File: src/rtl/ysyx_25020037_ifu_refill_pkg.sv
// Shared types and constants for the IFU and its I-cache refill engine.
// FSM encodings, AXI4 field values and the IFU->IDU bus layout.
package ysyx_25020037_ifu_refill_pkg;

  typedef enum logic [2:0] {
    StLookup   = 3'd0,
    StAr       = 3'd1,
    StRdata    = 3'd2,
    StWaitFill = 3'd3,
    StHold     = 3'd4
  } state_e;

  localparam logic [1:0] BURST_FIXED = 2'b00;
  localparam logic [1:0] BURST_INCR  = 2'b01;
  localparam logic [1:0] RESP_OKAY   = 2'b00;
  localparam logic [2:0] SIZE_4B     = 3'b010;

  typedef struct packed {
    logic [31:0] pc;
    logic [31:0] inst;
    logic        fault;
  } ifu_idu_t;

  localparam int unsigned IFU_IDU_W = $bits(ifu_idu_t);

  function automatic logic [31:0] line_base(input logic [31:0] addr, input int unsigned words);
    logic [31:0] mask;
    mask = 32'(words * 4) - 32'd1;
    return addr & ~mask;
  endfunction

endpackage

File: src/rtl/ysyx_25020037_ifu_refill_if.sv
// AXI4 read-address / read-data channels between the IFU refill engine and memory.
interface ysyx_25020037_ifu_refill_if;
  logic        arvalid;
  logic        arready;
  logic [31:0] araddr;
  logic [3:0]  arid;
  logic [7:0]  arlen;
  logic [2:0]  arsize;
  logic [1:0]  arburst;
  logic        rvalid;
  logic        rready;
  logic [31:0] rdata;
  logic [1:0]  rresp;
  logic        rlast;
  logic [3:0]  rid;

  modport master (
    output arvalid, araddr, arid, arlen, arsize, arburst, rready,
    input  arready, rvalid, rdata, rresp, rlast, rid
  );

  modport slave (
    input  arvalid, araddr, arid, arlen, arsize, arburst, rready,
    output arready, rvalid, rdata, rresp, rlast, rid
  );
endinterface

File: src/rtl/ysyx_25020037_line_buf.sv
// Refill line assembly: beat counter, per-word capture, sticky error and done detection.
module ysyx_25020037_line_buf
  import ysyx_25020037_ifu_refill_pkg::*;
#(
  parameter int unsigned BLOCK_WORDS = 4
) (
  input  logic                     clk,
  input  logic                     rst,
  input  logic                     clear_i,
  input  logic                     beat_i,
  input  logic                     burst_i,
  input  logic [31:0]              rdata_i,
  input  logic [1:0]               rresp_i,
  input  logic                     rlast_i,
  output logic                     done_o,
  output logic                     err_o,
  output logic                     err_now_o,
  output logic [32*BLOCK_WORDS-1:0] line_o
);

  localparam int unsigned CntW = (BLOCK_WORDS > 1) ? $clog2(BLOCK_WORDS) : 1;

  logic [CntW-1:0] cnt_q, cnt_d;
  logic            err_q, err_d;
  logic [31:0]     words_q [BLOCK_WORDS];
  logic            last_beat;

  assign last_beat = (cnt_q == CntW'(BLOCK_WORDS - 1));
  assign err_now_o = err_q | (beat_i && (rresp_i != RESP_OKAY));
  // Burst lines end on rlast; single-beat lines end after BLOCK_WORDS beats.
  assign done_o    = beat_i && (burst_i ? rlast_i : last_beat);
  assign err_o     = err_q;

  always_comb begin
    cnt_d = cnt_q;
    err_d = err_q;
    if (clear_i) begin
      cnt_d = '0;
      err_d = 1'b0;
    end else if (beat_i) begin
      err_d = err_now_o;
      if (!last_beat) cnt_d = cnt_q + CntW'(1);
    end
  end

  always_ff @(posedge clk) begin
    if (!rst) begin
      cnt_q <= '0;
      err_q <= 1'b0;
      for (int i = 0; i < int'(BLOCK_WORDS); i++) words_q[i] <= '0;
    end else begin
      cnt_q <= cnt_d;
      err_q <= err_d;
      if (beat_i && !clear_i) words_q[cnt_q] <= rdata_i;
    end
  end

  always_comb begin
    line_o = '0;
    for (int i = 0; i < int'(BLOCK_WORDS); i++) line_o[32*i +: 32] = words_q[i];
  end

endmodule

File: src/rtl/ysyx_25020037_ifu_refill.sv
// Instruction fetch unit with I-cache lookup, AXI4 line refill and registered IDU output.
// Define YSYX_25020037_IFU_PERF_EN to add the hit/miss/stall performance counters.
module ysyx_25020037_ifu_refill
  import ysyx_25020037_ifu_refill_pkg::*;
#(
  parameter int unsigned BLOCK_WORDS = 4,
  parameter logic [31:0] RESET_PC    = 32'h3000_0000,
  parameter logic [31:0] BURST_BASE  = 32'hA000_0000,
  parameter logic [31:0] BURST_END   = 32'hBFFF_FFFF,
  parameter logic [3:0]  AXI_ID      = 4'h0
) (
  input  logic                      clk,
  input  logic                      rst,
  input  logic                      redirect_valid,
  input  logic [31:0]               redirect_pc,
  output logic                      ifu_valid,
  input  logic                      idu_ready,
  output logic [31:0]               ifu_pc,
  output logic [31:0]               ifu_inst,
  output logic                      ifu_fault,
  output logic [31:0]               icache_addr,
  input  logic                      icache_hit,
  input  logic [31:0]               icache_data,
  output logic                      refill_valid,
  output logic [31:0]               refill_addr,
  output logic [32*BLOCK_WORDS-1:0] refill_data,
`ifdef YSYX_25020037_IFU_PERF_EN
  output logic [31:0]               perf_hit,
  output logic [31:0]               perf_miss,
  output logic [31:0]               perf_stall,
`endif
  ysyx_25020037_ifu_refill_if.master axi
);

  state_e         state_q, state_d;
  logic [31:0]    pc_q, pc_d;
  ifu_idu_t       out_q, out_d;
  logic           out_valid_q, out_valid_d;
  logic           arvalid_q, arvalid_d;
  logic [31:0]    araddr_q, araddr_d;
  logic [7:0]     arlen_q, arlen_d;
  logic [1:0]     arburst_q, arburst_d;
  logic           rready_q, rready_d;
  logic           refill_valid_q, refill_valid_d;
  logic [31:0]    base_q, base_d;
  logic           burst_q, burst_d;
  logic           pending_q, pending_d;

  logic           slot_free, beat, lb_clear, lb_done, lb_err, lb_err_now;
  logic [31:0]    miss_base;
  logic           miss_burst;
  logic [IFU_IDU_W-1:0] out_bus;

  assign slot_free  = !out_valid_q || idu_ready;
  assign miss_base  = line_base(pc_q, BLOCK_WORDS);
  assign miss_burst = (miss_base >= BURST_BASE) && (miss_base <= BURST_END);
  // Beats with a foreign rid are not ours and are simply not counted.
  assign beat = (state_q == StRdata) && rready_q && axi.rvalid && (axi.rid == AXI_ID);

  ysyx_25020037_line_buf #(
    .BLOCK_WORDS (BLOCK_WORDS)
  ) u_line_buf (
    .clk       (clk),
    .rst       (rst),
    .clear_i   (lb_clear),
    .beat_i    (beat),
    .burst_i   (burst_q),
    .rdata_i   (axi.rdata),
    .rresp_i   (axi.rresp),
    .rlast_i   (axi.rlast),
    .done_o    (lb_done),
    .err_o     (lb_err),
    .err_now_o (lb_err_now),
    .line_o    (refill_data)
  );

  always_comb begin
    state_d        = state_q;
    pc_d           = pc_q;
    out_d          = out_q;
    out_valid_d    = out_valid_q && !idu_ready;
    arvalid_d      = arvalid_q;
    araddr_d       = araddr_q;
    arlen_d        = arlen_q;
    arburst_d      = arburst_q;
    rready_d       = rready_q;
    refill_valid_d = 1'b0;
    base_d         = base_q;
    burst_d        = burst_q;
    pending_d      = pending_q;
    lb_clear       = 1'b0;

    unique case (state_q)
      StLookup: begin
        if (!redirect_valid && slot_free) begin
          if (icache_hit) begin
            out_valid_d = 1'b1;
            out_d       = '{pc: pc_q, inst: icache_data, fault: 1'b0};
            pc_d        = pc_q + 32'd4;
          end else begin
            state_d   = StAr;
            arvalid_d = 1'b1;
            araddr_d  = miss_base;
            arlen_d   = miss_burst ? 8'(BLOCK_WORDS - 1) : 8'd0;
            arburst_d = miss_burst ? BURST_INCR : BURST_FIXED;
            base_d    = miss_base;
            burst_d   = miss_burst;
            pending_d = 1'b0;
            lb_clear  = 1'b1;
          end
        end
      end
      StAr: begin
        if (axi.arready) begin
          arvalid_d = 1'b0;
          rready_d  = 1'b1;
          state_d   = StRdata;
        end
      end
      StRdata: begin
        if (beat) begin
          if (lb_done) begin
            rready_d       = 1'b0;
            refill_valid_d = !lb_err_now;
            state_d        = StWaitFill;
          end else if (!burst_q) begin
            rready_d  = 1'b0;
            arvalid_d = 1'b1;
            araddr_d  = araddr_q + 32'd4;
            state_d   = StAr;
          end
        end
      end
      StWaitFill: begin
        // A redirect seen during the miss restarts fetch instead of reporting the fault.
        if (lb_err && !pending_q && !redirect_valid) begin
          out_valid_d = 1'b1;
          out_d       = '{pc: pc_q, inst: 32'd0, fault: 1'b1};
          state_d     = StHold;
        end else begin
          state_d = StLookup;
        end
      end
      StHold: begin
        if (redirect_valid) state_d = StLookup;
      end
      default: state_d = StLookup;
    endcase

    if (redirect_valid) begin
      pc_d        = redirect_pc;
      out_valid_d = 1'b0;
      if (state_q inside {StAr, StRdata, StWaitFill}) pending_d = 1'b1;
    end
  end

  always_ff @(posedge clk) begin
    if (!rst) begin
      state_q        <= StLookup;
      pc_q           <= RESET_PC;
      out_q          <= '0;
      out_valid_q    <= 1'b0;
      arvalid_q      <= 1'b0;
      araddr_q       <= '0;
      arlen_q        <= '0;
      arburst_q      <= BURST_FIXED;
      rready_q       <= 1'b0;
      refill_valid_q <= 1'b0;
      base_q         <= '0;
      burst_q        <= 1'b0;
      pending_q      <= 1'b0;
    end else begin
      state_q        <= state_d;
      pc_q           <= pc_d;
      out_q          <= out_d;
      out_valid_q    <= out_valid_d;
      arvalid_q      <= arvalid_d;
      araddr_q       <= araddr_d;
      arlen_q        <= arlen_d;
      arburst_q      <= arburst_d;
      rready_q       <= rready_d;
      refill_valid_q <= refill_valid_d;
      base_q         <= base_d;
      burst_q        <= burst_d;
      pending_q      <= pending_d;
    end
  end

  assign out_bus                       = out_q;
  assign {ifu_pc, ifu_inst, ifu_fault} = out_bus;
  assign ifu_valid                     = out_valid_q;
  assign icache_addr                   = pc_q;
  assign refill_valid                  = refill_valid_q;
  assign refill_addr                   = base_q;

  assign axi.arvalid = arvalid_q;
  assign axi.araddr  = araddr_q;
  assign axi.arid    = AXI_ID;
  assign axi.arlen   = arlen_q;
  assign axi.arsize  = SIZE_4B;
  assign axi.arburst = arburst_q;
  assign axi.rready  = rready_q;

`ifdef YSYX_25020037_IFU_PERF_EN
  logic        hit_take, miss_take, stall_cyc;
  logic [31:0] perf_hit_q, perf_miss_q, perf_stall_q;

  assign hit_take  = (state_q == StLookup) && !redirect_valid && slot_free && icache_hit;
  assign miss_take = (state_q == StLookup) && !redirect_valid && slot_free && !icache_hit;
  assign stall_cyc = state_q inside {StAr, StRdata, StWaitFill};

  always_ff @(posedge clk) begin
    if (!rst) begin
      perf_hit_q   <= '0;
      perf_miss_q  <= '0;
      perf_stall_q <= '0;
    end else begin
      if (hit_take)  perf_hit_q   <= perf_hit_q + 32'd1;
      if (miss_take) perf_miss_q  <= perf_miss_q + 32'd1;
      if (stall_cyc) perf_stall_q <= perf_stall_q + 32'd1;
    end
  end

  assign perf_hit   = perf_hit_q;
  assign perf_miss  = perf_miss_q;
  assign perf_stall = perf_stall_q;
`endif

endmodule

File: src/flat_wrapper.sv
// flat-port wrapper written by rule: the top's interface ports become plain ports
module ysyx_25020037_ifu_refill_flat import ysyx_25020037_ifu_refill_pkg::*;
#(
  parameter int unsigned BLOCK_WORDS = 4,
  parameter logic [31:0] RESET_PC    = 32'h3000_0000,
  parameter logic [31:0] BURST_BASE  = 32'hA000_0000,
  parameter logic [31:0] BURST_END   = 32'hBFFF_FFFF,
  parameter logic [3:0]  AXI_ID      = 4'h0
)
  (clk, rst, redirect_valid, redirect_pc, ifu_valid, idu_ready, ifu_pc, ifu_inst, ifu_fault, icache_addr, icache_hit, icache_data, refill_valid, refill_addr, refill_data, axi_arvalid, axi_araddr, axi_arid, axi_arlen, axi_arsize, axi_arburst, axi_rready, axi_arready, axi_rvalid, axi_rdata, axi_rresp, axi_rlast, axi_rid);
  ysyx_25020037_ifu_refill_if axi_i ();
  input  logic clk;
  input  logic rst;
  input  logic redirect_valid;
  input  logic [31:0] redirect_pc;
  output logic ifu_valid;
  input  logic idu_ready;
  output logic [31:0] ifu_pc;
  output logic [31:0] ifu_inst;
  output logic ifu_fault;
  output logic [31:0] icache_addr;
  input  logic icache_hit;
  input  logic [31:0] icache_data;
  output logic refill_valid;
  output logic [31:0] refill_addr;
  output logic [32*BLOCK_WORDS-1:0] refill_data;
  output wire logic [$bits(axi_i.arvalid)-1:0] axi_arvalid;
  output wire logic [$bits(axi_i.araddr)-1:0] axi_araddr;
  output wire logic [$bits(axi_i.arid)-1:0] axi_arid;
  output wire logic [$bits(axi_i.arlen)-1:0] axi_arlen;
  output wire logic [$bits(axi_i.arsize)-1:0] axi_arsize;
  output wire logic [$bits(axi_i.arburst)-1:0] axi_arburst;
  output wire logic [$bits(axi_i.rready)-1:0] axi_rready;
  input wire logic [$bits(axi_i.arready)-1:0] axi_arready;
  input wire logic [$bits(axi_i.rvalid)-1:0] axi_rvalid;
  input wire logic [$bits(axi_i.rdata)-1:0] axi_rdata;
  input wire logic [$bits(axi_i.rresp)-1:0] axi_rresp;
  input wire logic [$bits(axi_i.rlast)-1:0] axi_rlast;
  input wire logic [$bits(axi_i.rid)-1:0] axi_rid;
  assign axi_arvalid = axi_i.arvalid;
  assign axi_araddr = axi_i.araddr;
  assign axi_arid = axi_i.arid;
  assign axi_arlen = axi_i.arlen;
  assign axi_arsize = axi_i.arsize;
  assign axi_arburst = axi_i.arburst;
  assign axi_rready = axi_i.rready;
  assign axi_i.arready = axi_arready;
  assign axi_i.rvalid = axi_rvalid;
  assign axi_i.rdata = axi_rdata;
  assign axi_i.rresp = axi_rresp;
  assign axi_i.rlast = axi_rlast;
  assign axi_i.rid = axi_rid;
  ysyx_25020037_ifu_refill #(.BLOCK_WORDS(BLOCK_WORDS), .RESET_PC(RESET_PC), .BURST_BASE(BURST_BASE), .BURST_END(BURST_END), .AXI_ID(AXI_ID)) u_core (.clk(clk), .rst(rst), .redirect_valid(redirect_valid), .redirect_pc(redirect_pc), .ifu_valid(ifu_valid), .idu_ready(idu_ready), .ifu_pc(ifu_pc), .ifu_inst(ifu_inst), .ifu_fault(ifu_fault), .icache_addr(icache_addr), .icache_hit(icache_hit), .icache_data(icache_data), .refill_valid(refill_valid), .refill_addr(refill_addr), .refill_data(refill_data), .axi(axi_i));
endmodule
File: config.mk
export PLATFORM = sky130hd
export DESIGN_NAME = ysyx_25020037_ifu_refill_flat
export DESIGN_NICKNAME = d
export VERILOG_FILES = /design/src/rtl/ysyx_25020037_ifu_refill_pkg.sv /design/src/rtl/ysyx_25020037_ifu_refill_if.sv /design/src/rtl/ysyx_25020037_line_buf.sv /design/src/rtl/ysyx_25020037_ifu_refill.sv /design/src/flat_wrapper.sv
export SDC_FILE = /design/constraint.sdc
export NUM_CORES = 1
export LEC_CHECK = 0
export BUFFER_PORTS_ARGS = -buffer_cell sky130_fd_sc_hd__buf_2
export CAP_MARGIN = 20
export CORE_MARGIN = 1.5
export CORE_UTILIZATION = 45
export CTS_BUF_LIST = sky130_fd_sc_hd__clkbuf_16
export CTS_CLUSTER_DIAMETER = 60
export DETAILED_ROUTE_END_ITERATION = 7
export PLACE_DENSITY = 0.72
export SLEW_MARGIN = 15
export SYNTH_ARGS = -nofsm -noshare
export SYNTH_HDL_FRONTEND = slang
export SYNTH_SLANG_ARGS = --single-unit
File: constraint.sdc
create_clock -name clk -period 6.19 [get_ports clk]
set_input_delay 0.3095 -clock clk [delete_from_list [all_inputs] [get_ports clk]]
set_output_delay 0.3095 -clock clk [all_outputs]
set_load 0.01 [all_outputs]
==> metrics <==
post-synthesis compound-gate area fraction 13.0%; met2 capacity usage during global routing between 40 and 50%; share of synthesized area spent on multiplexers less than 1%; standard cell area after detailed placement approximately 0.015 sq mm; Final Hold Fails 0; design internal power 3.33 mW; fin area 0.0159 sq mm; clock buffer depth 3; layer with the highest usage met2; YS warnings 0; effective utilization at floorplan 45.5%; 1st-pass router iterations 7; RSZ-0062 raised after global routing false; dpl hpwl 27100 um; commonest non-fill, non-tap cells in the layout 399 x buf_2, 173 x nand2_1, 167 x dfxtp_1; Relative slew margins 32.1%; most frequent standard cell in the layout excluding fill and tap cells buf_2; Vias 11000; Highest Clock Rate 260 MHz; count of placed standard cells including taps slightly below 2000; cell area after technology mapping 0.0126 sq mm; worst endpoint required time 6.37 ns; top-level port count 420; number of flops mapped to enable cells by yosys 128; non-filler cells in the finished layout just over 2000; final-layout setup total negative slack 0 ns; layout overhead on the synthesized area 26.1%; total of flip-flops plus latches after synthesis 295; net count reported at finish 1741; clock latency on the worst-skew pair 0.57 ns; Post-Syn Instances 1274; Final Hold Slack between 0.02 and 0.025 ns; Port Buf Inserts 399; Crit path arrival time 4.03 ns; detail-routed net length per standard cell around 19 um; Leakage Power 6.77 nW; switch share about 27%; maximum number of pins on one net before global-route repair 57; maximum resistive drop on vdd 0.000202 V; horizontal die dimension between 150 and 200 um; combinational family with the most area after synthesis simple AND/OR/NAND/NOR gates; root buffer selected by CTS clkbuf_16; fin crit share 62.1%; initial antenna violation count 4; Total GRT Usage 25.8%; Rows 61; peak fanout along the critical path 36; post-synth cell types 64; die outline height between 150 and 200 um; synthesized area divided by synthesized cell count around 9.9 sq um; CTS tree built; final worst clock skew about 0.015 ns; Floorplan Core Area 0.0277 sq mm; Synth async-reset ratio 0%; overall overflow remaining after global route 0; power share of the clock group roughly two fifths; number of fillers in the final layout 2401; power density cells 286 mW/mm^2; M3 GR Usage 5.12%; drc violations 0; adder and majority cell fraction of the synthesized area 0.297%; Inserted Clock Buffers 31; vias in the first global route 10100; Critical Path End Type flop; Gate power share 12.1%; number of maximum-capacitance constraint violations 0; vias per inst approximately 5.4; worst hold-check path type primary input to flop; Final Wtd Congestion 0.895; violation count after the first detailed-route iteration 908; Final min period just under 4 ns; GR met1 Demand/Resource 31.2%; register area share after synthesis 57.0%; transition time of the tightest slew-check pin 1.02 ns; Sw Pwr 1.22 mW; global-route wire length before repair 57700 um; Synth Area in XOR/XNOR 1.60%; Final Routed Wirelength 39300 um; Critical Path Source Type flop; area share of and/or/nand/nor cells after synthesis 21.4%; final-report max-slew violation count 0; CTS H-tree depth 1; Die Outline Area 0.0291 sq mm; sequential share of power 49.1%; path type of the worst setup path flop to flop; total number of clock tree sinks about 300; status finished, final reports clean; fraction of layout cells with a size suffix above 1 29.9%; CTS clock-pin slew for the worst setup and hold paths 0.06 ns; flip-flop cell with the highest count after synthesis dfxtp_1; antenna viol nets, final 0; total of endpoints with negative setup slack in the final report 0
-- area by class of cell --
cell class | count | area (sq um) | share of cell area (%)
Sequential cell | 295 | 7190 | 45.2
Tap cell | 378 | 473 | 2.97
Clock inverter | 27 | 184 | 1.16
Multi-Input combinational cell | 840 | 4760 | 29.9
Antenna cell | 4 | 10.0 | 0.0629
Timing Repair Buffer | 452 | 2490 | 15.7
Inverter | 8 | 31.3 | 0.197
Clock buffer | 31 | 776 | 4.87
-- cell usage after synthesis, types with 25 or more instances --
cell type	n	share of area [%]
nand2_1	173	5.1
buf_4	55	3.3
nand4_1	25	1.2
nor2_1	86	2.6
a22oi_1	32	1.9
edfxtp_1	128	30
dfxtp_1	167	26
clkbuf_1	90	2.7
and2_1	131	6.5
a21oi_1	120	4.8
nand3_1	31	1.2
o21ai_0	28	1.1
-- routing by layer --
layer / up-vias / routed length [um]
met5: - / 23
met4: 4 / 1690
met3: 109 / 3370
met2: 547 / 19100
met1: 5195 / 15000
li1: 5139 / -
-- worst paths after layout --
path	start	endpoint	slack, ns	depth (start not counted)
setup / recovery	u_core.state_q[2]	u_core.u_line_buf.words_q[2][1]	2.35	6
hold reg to reg	u_core.ifu_pc[23]	u_core.ifu_pc[23]	0.45	2
setup reg to reg	u_core.state_q[2]	u_core.u_line_buf.words_q[2][1]	2.35	6
hold / removal	redirect_pc[4]	u_core.icache_addr[4]	0.02	3
-- cell families (layout without fill, tap and decap cells) --
| group | Yosys count | count (layout) |
|---|---|---|
| AOI/OAI and AO/OA | 259 | 259 |
| xor gates and xnor gates | 23 | 23 |
| adders and majority gates | 3 | 3 |
| buffers and inverters | 157 | 518 |
| DFF | 295 | 295 |
| muxes | 4 | 4 |
| other | 2 | 24 |
| and+or+nand+nor | 531 | 531 |
-- registers in the layout, indices dropped and copies added (netlist names), 2 cells and up --
signal / flops
u_core.axi.araddr: 30
u_core.icache_addr: 32
u_core.ifu_inst: 32
u_core.ifu_pc: 32
u_core.refill_addr: 28
u_core.state_q: 3
u_core.u_line_buf.cnt_q: 2
u_core.u_line_buf.words_q: 128
-- through the flow --
| stage | power (mW) | worst slack [ns] | util [%] |
|---|---|---|---|
| after floorplan | 2.57 | 3.27 | - |
| after global placement | 2.79 | 2.04 | 52.6 |
| after detailed placement | 2.80 | 1.97 | 52.6 |
| after CTS | 4.57 | 2.27 | 57.3 |
| after global routing | 4.71 | 1.95 | 57.4 |
| final | 4.55 | 2.35 | 57.5 |
-- worst max-delay path, cell delays in order, from the launching register on --
cell and delay (ns):
dfxtp_1 0.48, or3b_1 0.42, buf_4 0.26, nor3_2 0.27
nand3_1 0.26, nor3b_4 0.92, nand2b_2 0.83
-- power by group through the flow --
| stage | clock network (mW) | registers, mW | logic, mW |
|---|---|---|---|
| 3_3_place_gp | 0 | 2.27 | 0.522 |
| 5_1_grt | 1.86 | 2.24 | 0.603 |
| 4_1_cts | 1.79 | 2.23 | 0.551 |
| 6_report | 1.76 | 2.23 | 0.551 |
| 2_1_floorplan | 0 | 2.27 | 0.306 |
| 3_5_place_dp | 0 | 2.27 | 0.531 |
-- timing repair --
item / CTS / global route
buffers inserted: 0 / 0
gates resized for setup: 0 / 0
hold buffers: 36 / 0
hold endpoints to repair: 36 / 0
Note: power is estimated with default switching activity, not from simulation.
